==> src/rtl/wsg_nch_seq_if.sv <==
// Bus bundle for wsg_nch_seq: CPU register-write port, shared wave ROM port and mixed PCM output.
interface wsg_nch_seq_if #(
  parameter int NCH = 8,
  parameter int FW  = 20,
  parameter int WW  = 3,
  parameter int OW  = 10
);
  localparam int CHW = (NCH > 1) ? $clog2(NCH) : 1;

  logic             CPU_WE;
  logic [CHW-1:0]   CPU_CH;
  logic [1:0]       CPU_SEL;
  logic [FW-1:0]    CPU_DATA;
  logic [WW+4:0]    WROM_ADDR;
  logic [3:0]       WROM_DATA;
  logic [OW-1:0]    PCM_OUT;
  logic             PCM_VALID;
  logic             BUSY;

  modport slave (
    input  CPU_WE, CPU_CH, CPU_SEL, CPU_DATA, WROM_DATA,
    output WROM_ADDR, PCM_OUT, PCM_VALID, BUSY
  );

  modport master (
    output CPU_WE, CPU_CH, CPU_SEL, CPU_DATA, WROM_DATA,
    input  WROM_ADDR, PCM_OUT, PCM_VALID, BUSY
  );
endinterface

==> src/rtl/wsg_nch_seq.sv <==
// N-channel wavetable sound generator: channels share one wave ROM port, scanned once per sample tick,
// products summed into a wide mix and saturated onto the PCM output.
//
//   state   | meaning
//   --------+-----------------------------------------------------------
//   S_IDLE  | waiting for the sample tick from the divider
//   S_SCAN  | one channel per cycle: advance phase, issue ROM address, mix previous product
//   S_DRAIN | mix the final channel's product, load saturated PCM word
//   S_OUT   | PCM_VALID high for one cycle, then back to idle
module wsg_nch_seq #(
  parameter int NCH = 8,
  parameter int FW  = 20,
  parameter int WW  = 3,
  parameter int VW  = 4,
  parameter int OW  = 10,
  parameter int DIV = 500
) (
  input  logic          CLK48M,
  input  logic          RESET_N,
  wsg_nch_seq_if.slave  bus
);
  localparam int CHW = (NCH > 1) ? $clog2(NCH) : 1;
  localparam int MW  = VW + 4 + $clog2(NCH) + 1;
  localparam int PW  = VW + 4;
  localparam int DW  = $clog2(DIV);
  localparam int AW  = WW + 5;

  localparam logic [1:0] S_IDLE  = 2'd0;
  localparam logic [1:0] S_SCAN  = 2'd1;
  localparam logic [1:0] S_DRAIN = 2'd2;
  localparam logic [1:0] S_OUT   = 2'd3;

  if (DIV < NCH + 4 || NCH > 16 || NCH < 1 || FW < 5) begin : g_param_check
    $error("wsg_nch_seq: illegal parameters (need 1<=NCH<=16, DIV>=NCH+4, FW>=5)");
  end

  logic [WW-1:0]  wave_q [NCH];
  logic [WW-1:0]  wave_d [NCH];
  logic [VW-1:0]  vol_q  [NCH];
  logic [VW-1:0]  vol_d  [NCH];
  logic [FW-1:0]  freq_q [NCH];
  logic [FW-1:0]  freq_d [NCH];
  logic [FW-1:0]  acc_q  [NCH];
  logic [FW-1:0]  acc_d  [NCH];

  logic [DW-1:0]  cnt_q, cnt_d;
  logic [1:0]     state_q, state_d;
  logic [CHW-1:0] ch_q, ch_d;
  logic [MW-1:0]  mix_q, mix_d;
  logic [AW-1:0]  addr_q, addr_d;
  logic [OW-1:0]  pcm_q, pcm_d;
  logic           valid_q, valid_d;
  logic           p_vld_q, p_vld_d;
  logic [VW-1:0]  p_vol_q, p_vol_d;
  logic           p_gate_q, p_gate_d;

  logic           tick;
  logic           ch_ok;
  logic [FW-1:0]  acc_new;
  logic [PW-1:0]  prod;
  logic [MW-1:0]  mix_acc;
  logic [OW-1:0]  sat_val;

  assign tick = (cnt_q == DW'(DIV - 1));

  if (NCH == (1 << CHW)) begin : g_ch_full
    assign ch_ok = 1'b1;
  end else begin : g_ch_part
    assign ch_ok = (bus.CPU_CH < CHW'(NCH));
  end

  // Volume and frequency-gate are captured at issue time, so stage 2 sees the pre-write values.
  assign prod    = p_gate_q ? (PW'(p_vol_q) * PW'(bus.WROM_DATA)) : '0;
  assign mix_acc = mix_q + MW'(prod);

  if (MW > OW) begin : g_sat
    assign sat_val = (|mix_acc[MW-1:OW]) ? '1 : mix_acc[OW-1:0];
  end else begin : g_nosat
    assign sat_val = OW'(mix_acc);
  end

  always_comb begin
    wave_d   = wave_q;
    vol_d    = vol_q;
    freq_d   = freq_q;
    acc_d    = acc_q;
    cnt_d    = tick ? '0 : cnt_q + DW'(1);
    state_d  = state_q;
    ch_d     = ch_q;
    mix_d    = mix_q;
    addr_d   = addr_q;
    pcm_d    = pcm_q;
    valid_d  = 1'b0;
    p_vld_d  = 1'b0;
    p_vol_d  = p_vol_q;
    p_gate_d = p_gate_q;
    acc_new  = '0;

    if (bus.CPU_WE && ch_ok) begin
      case (bus.CPU_SEL)
        2'b00:   wave_d[bus.CPU_CH] = bus.CPU_DATA[WW-1:0];
        2'b01:   vol_d[bus.CPU_CH]  = bus.CPU_DATA[VW-1:0];
        2'b10:   freq_d[bus.CPU_CH] = bus.CPU_DATA;
        default: ;
      endcase
    end

    case (state_q)
      S_IDLE: begin
        if (tick) begin
          state_d = S_SCAN;
          ch_d    = '0;
          mix_d   = '0;
        end
      end
      S_SCAN: begin
        acc_new     = acc_q[ch_q] + freq_q[ch_q];
        acc_d[ch_q] = acc_new;
        addr_d      = {wave_q[ch_q], acc_new[FW-1:FW-5]};
        p_vld_d     = 1'b1;
        p_vol_d     = vol_q[ch_q];
        p_gate_d    = |freq_q[ch_q];
        if (p_vld_q) mix_d = mix_acc;
        if (ch_q == CHW'(NCH - 1)) state_d = S_DRAIN;
        else                       ch_d    = ch_q + CHW'(1);
      end
      S_DRAIN: begin
        mix_d   = mix_acc;
        pcm_d   = sat_val;
        valid_d = 1'b1;
        state_d = S_OUT;
      end
      default: state_d = S_IDLE;
    endcase
  end

  always_ff @(posedge CLK48M) begin
    if (!RESET_N) begin
      for (int i = 0; i < NCH; i++) begin
        wave_q[i] <= '0;
        vol_q[i]  <= '0;
        freq_q[i] <= '0;
        acc_q[i]  <= '0;
      end
      cnt_q    <= '0;
      state_q  <= S_IDLE;
      ch_q     <= '0;
      mix_q    <= '0;
      addr_q   <= '0;
      pcm_q    <= '0;
      valid_q  <= 1'b0;
      p_vld_q  <= 1'b0;
      p_vol_q  <= '0;
      p_gate_q <= 1'b0;
    end else begin
      wave_q   <= wave_d;
      vol_q    <= vol_d;
      freq_q   <= freq_d;
      acc_q    <= acc_d;
      cnt_q    <= cnt_d;
      state_q  <= state_d;
      ch_q     <= ch_d;
      mix_q    <= mix_d;
      addr_q   <= addr_d;
      pcm_q    <= pcm_d;
      valid_q  <= valid_d;
      p_vld_q  <= p_vld_d;
      p_vol_q  <= p_vol_d;
      p_gate_q <= p_gate_d;
    end
  end

  assign bus.WROM_ADDR = addr_q;
  assign bus.PCM_OUT   = pcm_q;
  assign bus.PCM_VALID = valid_q;
  assign bus.BUSY      = (state_q != S_IDLE);

endmodule
==> src/flat_wrapper.sv <==
// flat-port wrapper written by rule: the top's interface ports become plain ports
module wsg_nch_seq_flat 
#(
  parameter int NCH = 8,
  parameter int FW  = 20,
  parameter int WW  = 3,
  parameter int VW  = 4,
  parameter int OW  = 10,
  parameter int DIV = 500
)
  (CLK48M, RESET_N, bus_CPU_WE, bus_CPU_CH, bus_CPU_SEL, bus_CPU_DATA, bus_WROM_DATA, bus_WROM_ADDR, bus_PCM_OUT, bus_PCM_VALID, bus_BUSY);
  wsg_nch_seq_if #(.NCH(NCH), .FW(FW), .WW(WW), .OW(OW)) bus_i ();
  input  logic CLK48M;
  input  logic RESET_N;
  input wire logic [$bits(bus_i.CPU_WE)-1:0] bus_CPU_WE;
  input wire logic [$bits(bus_i.CPU_CH)-1:0] bus_CPU_CH;
  input wire logic [$bits(bus_i.CPU_SEL)-1:0] bus_CPU_SEL;
  input wire logic [$bits(bus_i.CPU_DATA)-1:0] bus_CPU_DATA;
  input wire logic [$bits(bus_i.WROM_DATA)-1:0] bus_WROM_DATA;
  output wire logic [$bits(bus_i.WROM_ADDR)-1:0] bus_WROM_ADDR;
  output wire logic [$bits(bus_i.PCM_OUT)-1:0] bus_PCM_OUT;
  output wire logic [$bits(bus_i.PCM_VALID)-1:0] bus_PCM_VALID;
  output wire logic [$bits(bus_i.BUSY)-1:0] bus_BUSY;
  assign bus_i.CPU_WE = bus_CPU_WE;
  assign bus_i.CPU_CH = bus_CPU_CH;
  assign bus_i.CPU_SEL = bus_CPU_SEL;
  assign bus_i.CPU_DATA = bus_CPU_DATA;
  assign bus_i.WROM_DATA = bus_WROM_DATA;
  assign bus_WROM_ADDR = bus_i.WROM_ADDR;
  assign bus_PCM_OUT = bus_i.PCM_OUT;
  assign bus_PCM_VALID = bus_i.PCM_VALID;
  assign bus_BUSY = bus_i.BUSY;
  wsg_nch_seq #(.NCH(NCH), .FW(FW), .WW(WW), .VW(VW), .OW(OW), .DIV(DIV)) u_core (.CLK48M(CLK48M), .RESET_N(RESET_N), .bus(bus_i));
endmodule
==> config.mk <==
export PLATFORM = sky130hd
export DESIGN_NAME = wsg_nch_seq_flat
export DESIGN_NICKNAME = d
export VERILOG_FILES = /design/src/rtl/wsg_nch_seq_if.sv /design/src/rtl/wsg_nch_seq.sv /design/src/flat_wrapper.sv
export SDC_FILE = /design/constraint.sdc
export NUM_CORES = 1
export LEC_CHECK = 0
export CORE_MARGIN = 8
export CORE_UTILIZATION = 45
export DETAILED_ROUTE_END_ITERATION = 7
export PLACE_DENSITY = 0.59
export SYNTH_ARGS = -nofsm -noshare
export SYNTH_HDL_FRONTEND = slang
export SYNTH_SLANG_ARGS = --single-unit
export TNS_END_PERCENT = 10
==> constraint.sdc <==
create_clock -name CLK48M -period 5 [get_ports CLK48M]
set_clock_uncertainty 0.15 [all_clocks]
set_input_delay 0.5 -clock CLK48M [delete_from_list [all_inputs] [get_ports CLK48M]]
set_output_delay 0.5 -clock CLK48M [all_outputs]
set_load 0.03 [all_outputs]
**Word level (Yosys, flattened, before mapping)**

Cells that the tools add are included.

- Input bits: 32
- Word-level logic and storage cells: 117
- Register bits: 427

- Multipliers: 1
- Order comparisons: 4
- Reduce and logical (&&, ||, !) cells: 16
- Add/sub/neg operators: 4
- Equal/unequal tests: 10
- Bitwise gates (word level): 3
- Muxes and demuxes: 37

Operator list:

| kind | count |
|---|---|
| 160-bit bitwise mux | 2 |
| 20-bit binary-select mux with 3-bit select | 2 |
| 20-bit demux with 3-bit select | 2 |
| 20-bit 2-to-1 mux | 6 |
| 12-bit case mux with 3 select lines | 1 |
| 32-bit bitwise mux | 1 |
| 24-bit bitwise mux | 1 |
| 12-bit 2-to-1 mux | 2 |
| 20-bit adder | 1 |
| 20-bit OR reduction | 1 |
| 3-bit 2-to-1 mux | 5 |
| 12-bit by 8-bit adder with 12-bit output | 1 |
| 4-bit binary-select mux with 3-bit select | 1 |
| 4-bit demux with 3-bit select | 1 |
| 4-bit 2-to-1 mux | 3 |
| 10-bit 2-to-1 mux | 1 |
| 9-bit by 1-bit adder with 9-bit output (second input constant) | 1 |
| 3-bit binary-select mux with 3-bit select | 1 |
| 3-bit demux with 3-bit select | 1 |
| 9-bit == test (second input constant) | 1 |
| 4-bit >= comparator (second input constant) | 2 |
| 4-bit by 1-bit less-than comparator with 1-bit output (second input constant) | 2 |
| 4-bit by 4-bit multiplier with 8-bit output | 1 |
| 8-bit 2-to-1 mux | 1 |
| 19 further kinds | 34 |

**Depth between registers and ports, before layout**

- Depth in word-level cells: 6
- Depth in mapped cells: 18

**Worst setup path before layout**

No wires, ideal clock.

- Kind: input port to flip-flop
- Start: input bus_WROM_DATA[3]
- End: register u_core.pcm_q[9] (netlist: u_core.bus.PCM_OUT[9])
- Arrival time: 4.249 ns
- Slack: 0.481 ns
- Setup time: 0.120 ns
- Stages: 18
- Cell sequence: nand2_1 > fa_1 > inv_1 > fa_1 > ha_1 > a21o_1 > a21oi_1 > o21bai_1 > a21oi_1 > xnor2_1 > and2_1 > ha_1 > o21a_1 > nor2_1 > a211oi_1 > xnor2_1 > o211ai_2 > o31a_1

- Word-level cells in the longest chain between the ends: 5

RTL lines:

| what | RTL line | RTL |
|---|---|---|
| start: declaration | flat_wrapper.sv:19 | `input wire logic [$bits(bus_i.WROM_DATA)-1:0] bus_WROM_DATA;` |
| 4-bit by 4-bit multiplier with 8-bit output * | wsg_nch_seq.sv:73 | `assign prod = p_gate_q ? (PW'(p_vol_q) * PW'(bus.WROM_DATA)) : '0;` |
| 8-bit 2-to-1 mux * | wsg_nch_seq.sv:73 |  |
| 12-bit by 8-bit adder with 12-bit output * | wsg_nch_seq.sv:74 | `assign mix_acc = mix_q + MW'(prod);` |
| 2-bit OR reduction | wsg_nch_seq.sv:77 | `assign sat_val = (\|mix_acc[MW-1:OW]) ? '1 : mix_acc[OW-1:0];` |
| 10-bit 2-to-1 mux * | wsg_nch_seq.sv:77 |  |
| end signal: assignment | wsg_nch_seq.sv:165 | `pcm_q <= pcm_d;` |
| end: declaration | wsg_nch_seq.sv:51 | `logic [OW-1:0] pcm_q, pcm_d;` |

Every way passes the cells marked *; elsewhere a longest branch is shown, timed or not.
A chain may end at the register's enable or synchronous reset.

**Worst setup path after layout**

- Start: register u_core.p_vol_q[0]
- End: register u_core.pcm_q[9] (netlist: u_core.bus.PCM_OUT[9])

- Word-level cells in the longest chain between the ends: 5

RTL lines:

| what | RTL line | RTL |
|---|---|---|
| start: declaration | wsg_nch_seq.sv:54 | `logic [VW-1:0] p_vol_q, p_vol_d;` |
| start signal: assignment | wsg_nch_seq.sv:168 | `p_vol_q <= p_vol_d;` |
| 4-bit by 4-bit multiplier with 8-bit output * | wsg_nch_seq.sv:73 |  |
| 8-bit 2-to-1 mux * | wsg_nch_seq.sv:73 |  |
| 12-bit by 8-bit adder with 12-bit output * | wsg_nch_seq.sv:74 |  |
| 2-bit OR reduction | wsg_nch_seq.sv:77 |  |
| 10-bit 2-to-1 mux * | wsg_nch_seq.sv:77 |  |

Marked as above.

==> key figures <==
Run status
  • Status: finished clean

Hold path
  • Min-Delay Path Class: primary input to register

Die
  • Top Ports: 52
  • Core area: roughly 0.047 mm2
  • Site Rows: 80
  • DIE HEIGHT: 233.9 um
  • Die X: 233.9 um
  • Die ar.: 0.05471 mm2
  • Initial Util: 0.4513

Worst setup path
  • R2r setup slk: 0.42 ns
  • Crit Path Class: register to register
  • Critical path fanouts, max: 10
  • Setup crit start kind: register
  • CP endpoint kind: register
  • Arr. time, crit path: 4.90 ns
  • Worst Path Required: 5.33 ns

Timing
  • Final worst-path cycle share: 0.9153
  • Slew Limit Fails: 0
  • Slew HR: 0.2035
  • Crit path time final: 4.577 ns
  • Max Freq: 0.2185 GHz
  • Final Hold Vio Count: 0
  • RSZ-0062 raised after global routing: false
  • Setup Viol. Count Final: 0
  • Worst-Margin Slew: ~1.2 ns

Finish
  • Fill count: 4451
  • Final nets: 2540
  • Finished Core Util: 0.5032
  • Fraction of layout cells with a size suffix above 1: 0.1273
  • Antenna diodes: 0
  • Synthesis-to-finish area growth: 11.51%

Routing
  • DR DRC count: 0
  • Vias: 18055
  • Initial DRC count: about 1300
  • WL final: 62390 um
  • Vias per inst: 5.815
  • Drt pass-1 iters: 5
  • Wire per inst: 20.09 um
  • Routed Antenna Nets: 0

Clock network
  • Setup Buffers After CTS: 0
  • Skew-Pair Late Insertion Delay: 0.60 ns
  • Clock Sinks: 427
  • Root buffer cell: clkbuf_16
  • CTS Hold Bufs: 0
  • H-tree Lvls: 2
  • PostCTS Resize Cnt: 0
  • Clk buf depth: 3
  • Clock slew at reported path FFs: 0.06 ns
  • CTS buffer count: 46
  • TritonCTS clock tree: yes

Global routing
  • Gr ovfl total: 0
  • Initial antenna violation count: 2
  • Pin count of the biggest net entering global routing: roughly 150
  • All-Layer GR Usage: 0.2250
  • Vias in the first global route: 17421
  • First-pass GRT wire length: 97930 um

Logic synthesis
  • Most frequent cell after synthesis: nand2_1
  • Syn_area_per_cell: 8.560 um2
  • Synth Instances: 2496
  • Top post-synthesis cells by area: dfxtp_1 (40%), nand2_1 (10%), mux4_2 (9.6%)
  • Synthesis warning total: 0
  • Asr flop ratio synth: 0
  • Yosys reg bits: 427
  • Yosys cell types: 78
  • Syn nets: 2580
  • Synth Cell Area: 0.02137 mm2
  • Synth area leader: dfxtp_1
  • Seq/Total Area, Yosys: 0.4001
  • Most used flip-flop cell after synthesis: dfxtp_1
  • Synth cell count leaders: nand2_1 (568), dfxtp_1 (427), a21oi_1 (314), nor2_1 (161), clkbuf_1 (147)
  • EDFF count, synth: 0
  • Post-synth top area share: 0.4001

Place
  • GPL Wtd Cong: around 0.87
  • Post-DP HPWL: roughly 40000 um
  • Port Buffer Count: 51

Pwr
  • Total Power: 7.519 mW
  • Power per Cell Area: around 320 mW/mm2
  • Leakage: 8.179 nW
  • IR drop worst, VDD: 0.2346 mV

Flow run
  • Max-Cap Viols: 0
## sequential cells by signal, summed over array words and instances (netlist names)
name / cells
u_core.acc_q: 160
u_core.bus.PCM_OUT: 10
u_core.bus.PCM_VALID: 1
u_core.bus.WROM_ADDR: 8
u_core.ch_q: 3
u_core.cnt_q: 9
u_core.freq_q: 160
u_core.mix_q: 12
u_core.p_gate_q: 1
u_core.p_vld_q: 1
u_core.p_vol_q: 4
u_core.state_q: 2
u_core.vol_q: 32
u_core.wave_q: 24
## layout make-up
| type | instances | area (um2) | share of cell area |
|---|---|---|---|
| inverter | 29 | 116.4 | 0.004884 |
| tap | 615 | 769.5 | 0.03230 |
| clock inverter | 8 | 83.83 | 0.003519 |
| sequential | 427 | 8557 | 0.3592 |
| multi-input combinational | 1835 | 11820 | 0.4962 |
| clock buffer | 74 | 1398 | 0.05866 |
| timing repair buffer | 117 | 1079 | 0.04527 |
## metal layers
layer	GRT usage	routed length (um)	part of all wire	up-vias
met5	0	28	0.00045	-
met2	0.3743	29700	0.48	483
met1	0.2991	27610	0.44	8742
met4	0.06726	1483	0.024	4
li1	-	-	-	8714
met3	0.03556	3566	0.057	112
## cells by family (layout without fill, tap and decap cells)
logic type	Yosys count	count (layout)	synth area share
AO/OA/AOI/OAI	533	533	0.1548
XOR/XNOR	19	19	0.007789
adder cells (fa/ha/maj)	52	52	0.03256
buffers and inverters	234	228	0.04685
flip-flops	427	427	0.4001
multiplexers	184	184	0.1419
AND/OR/NAND/NOR	1047	1047	0.2160
## cells in the final DEF, fill, tap and decap left out, types with 7 or more instances in the layout
cell	Yosys	layout
o311ai_1	13	13
nand2_1	568	568
mux4_2	91	91
nand2b_1	9	9
o21a_1	16	16
and2_1	29	29
o221a_2	9	9
dfxtp_1	427	424
clkbuf_8	0	12
clkbuf_16	0	47
or4_1	13	13
mux2_2	37	37
nor2_1	161	161
nand4_1	12	12
a211oi_1	17	17
o21ai_0	42	42
nor2b_1	10	10
nand3_2	8	8
xnor2_1	13	13
nor3_1	40	39
a21oi_1	314	314
nand3b_1	15	15
mux2i_1	55	55
clkdlybuf4s50_1	0	50
nand3_1	133	133
inv_1	29	27
nor3b_1	10	10
clkbuf_1	147	15
o21ai_1	7	7
o211ai_1	17	17
o211ai_2	10	10
ha_1	46	46
o311ai_0	12	12
buf_4	16	61
o31ai_1	18	18
or3_1	14	14
a21o_1	11	11
## stage by stage
| step | worst slack (ns) | cells | TNS (ns) | instance area, um2 | hold slack (ns) |
|---|---|---|---|---|---|
| global placement | -0.1336 | 3023 | -0.9226 | 22340 | 0.2863 |
| global route | 0.07378 | 3105 | 0 | 23820 | 0.2437 |
| finish | 0.4234 | 3105 | 0 | 23820 | 0.2334 |
| floorplan | 0.4813 | 2496 | 0 | 21370 | 0.2760 |
| detailed placement | -0.2033 | 3023 | -1.630 | 22340 | 0.2944 |
| CTS | 0.3894 | 3105 | 0 | 23820 | 0.2089 |
## final timing paths
check / startpoint / endpoint / cells after the start
worst max-delay path: u_core.p_vol_q[0]$_SDFFE_PN0P_ / u_core.bus.PCM_OUT[9]$_SDFFE_PN0P_ / 18
worst min-delay path: RESET_N / u_core.acc_q[85]$_SDFFE_PN0P_ / 2
worst max register to register: u_core.p_vol_q[0]$_SDFFE_PN0P_ / u_core.bus.PCM_OUT[9]$_SDFFE_PN0P_ / 18
worst min register to register: u_core.acc_q[82]$_SDFFE_PN0P_ / u_core.acc_q[82]$_SDFFE_PN0P_ / 2
## worst max-delay path: stages (launching register included)
cell and delay (ns):
dfxtp_1 0.38, nand2_1 0.09, fa_1 0.53, inv_1 0.05, fa_1 0.50, ha_1 0.31, a21o_1 0.16, a21oi_1 0.19
o21bai_1 0.08, a21oi_1 0.17, xnor2_1 0.08, and2_1 0.16, ha_1 0.28, o21a_1 0.12, nor2_1 0.05, a211oi_1 0.35
xnor2_1 0.18, o211ai_2 0.24, o31a_1 0.36
## where the power goes
| part | internal, mW | leakage (nW) | switching (mW) |
|---|---|---|---|
| clock network | 1.96 | 0.731 | 1.43 |
| registers | 3.45 | 3.44 | 0.0436 |
| logic | 0.201 | 4.01 | 0.432 |
Power figures use the tool's default switching activity.
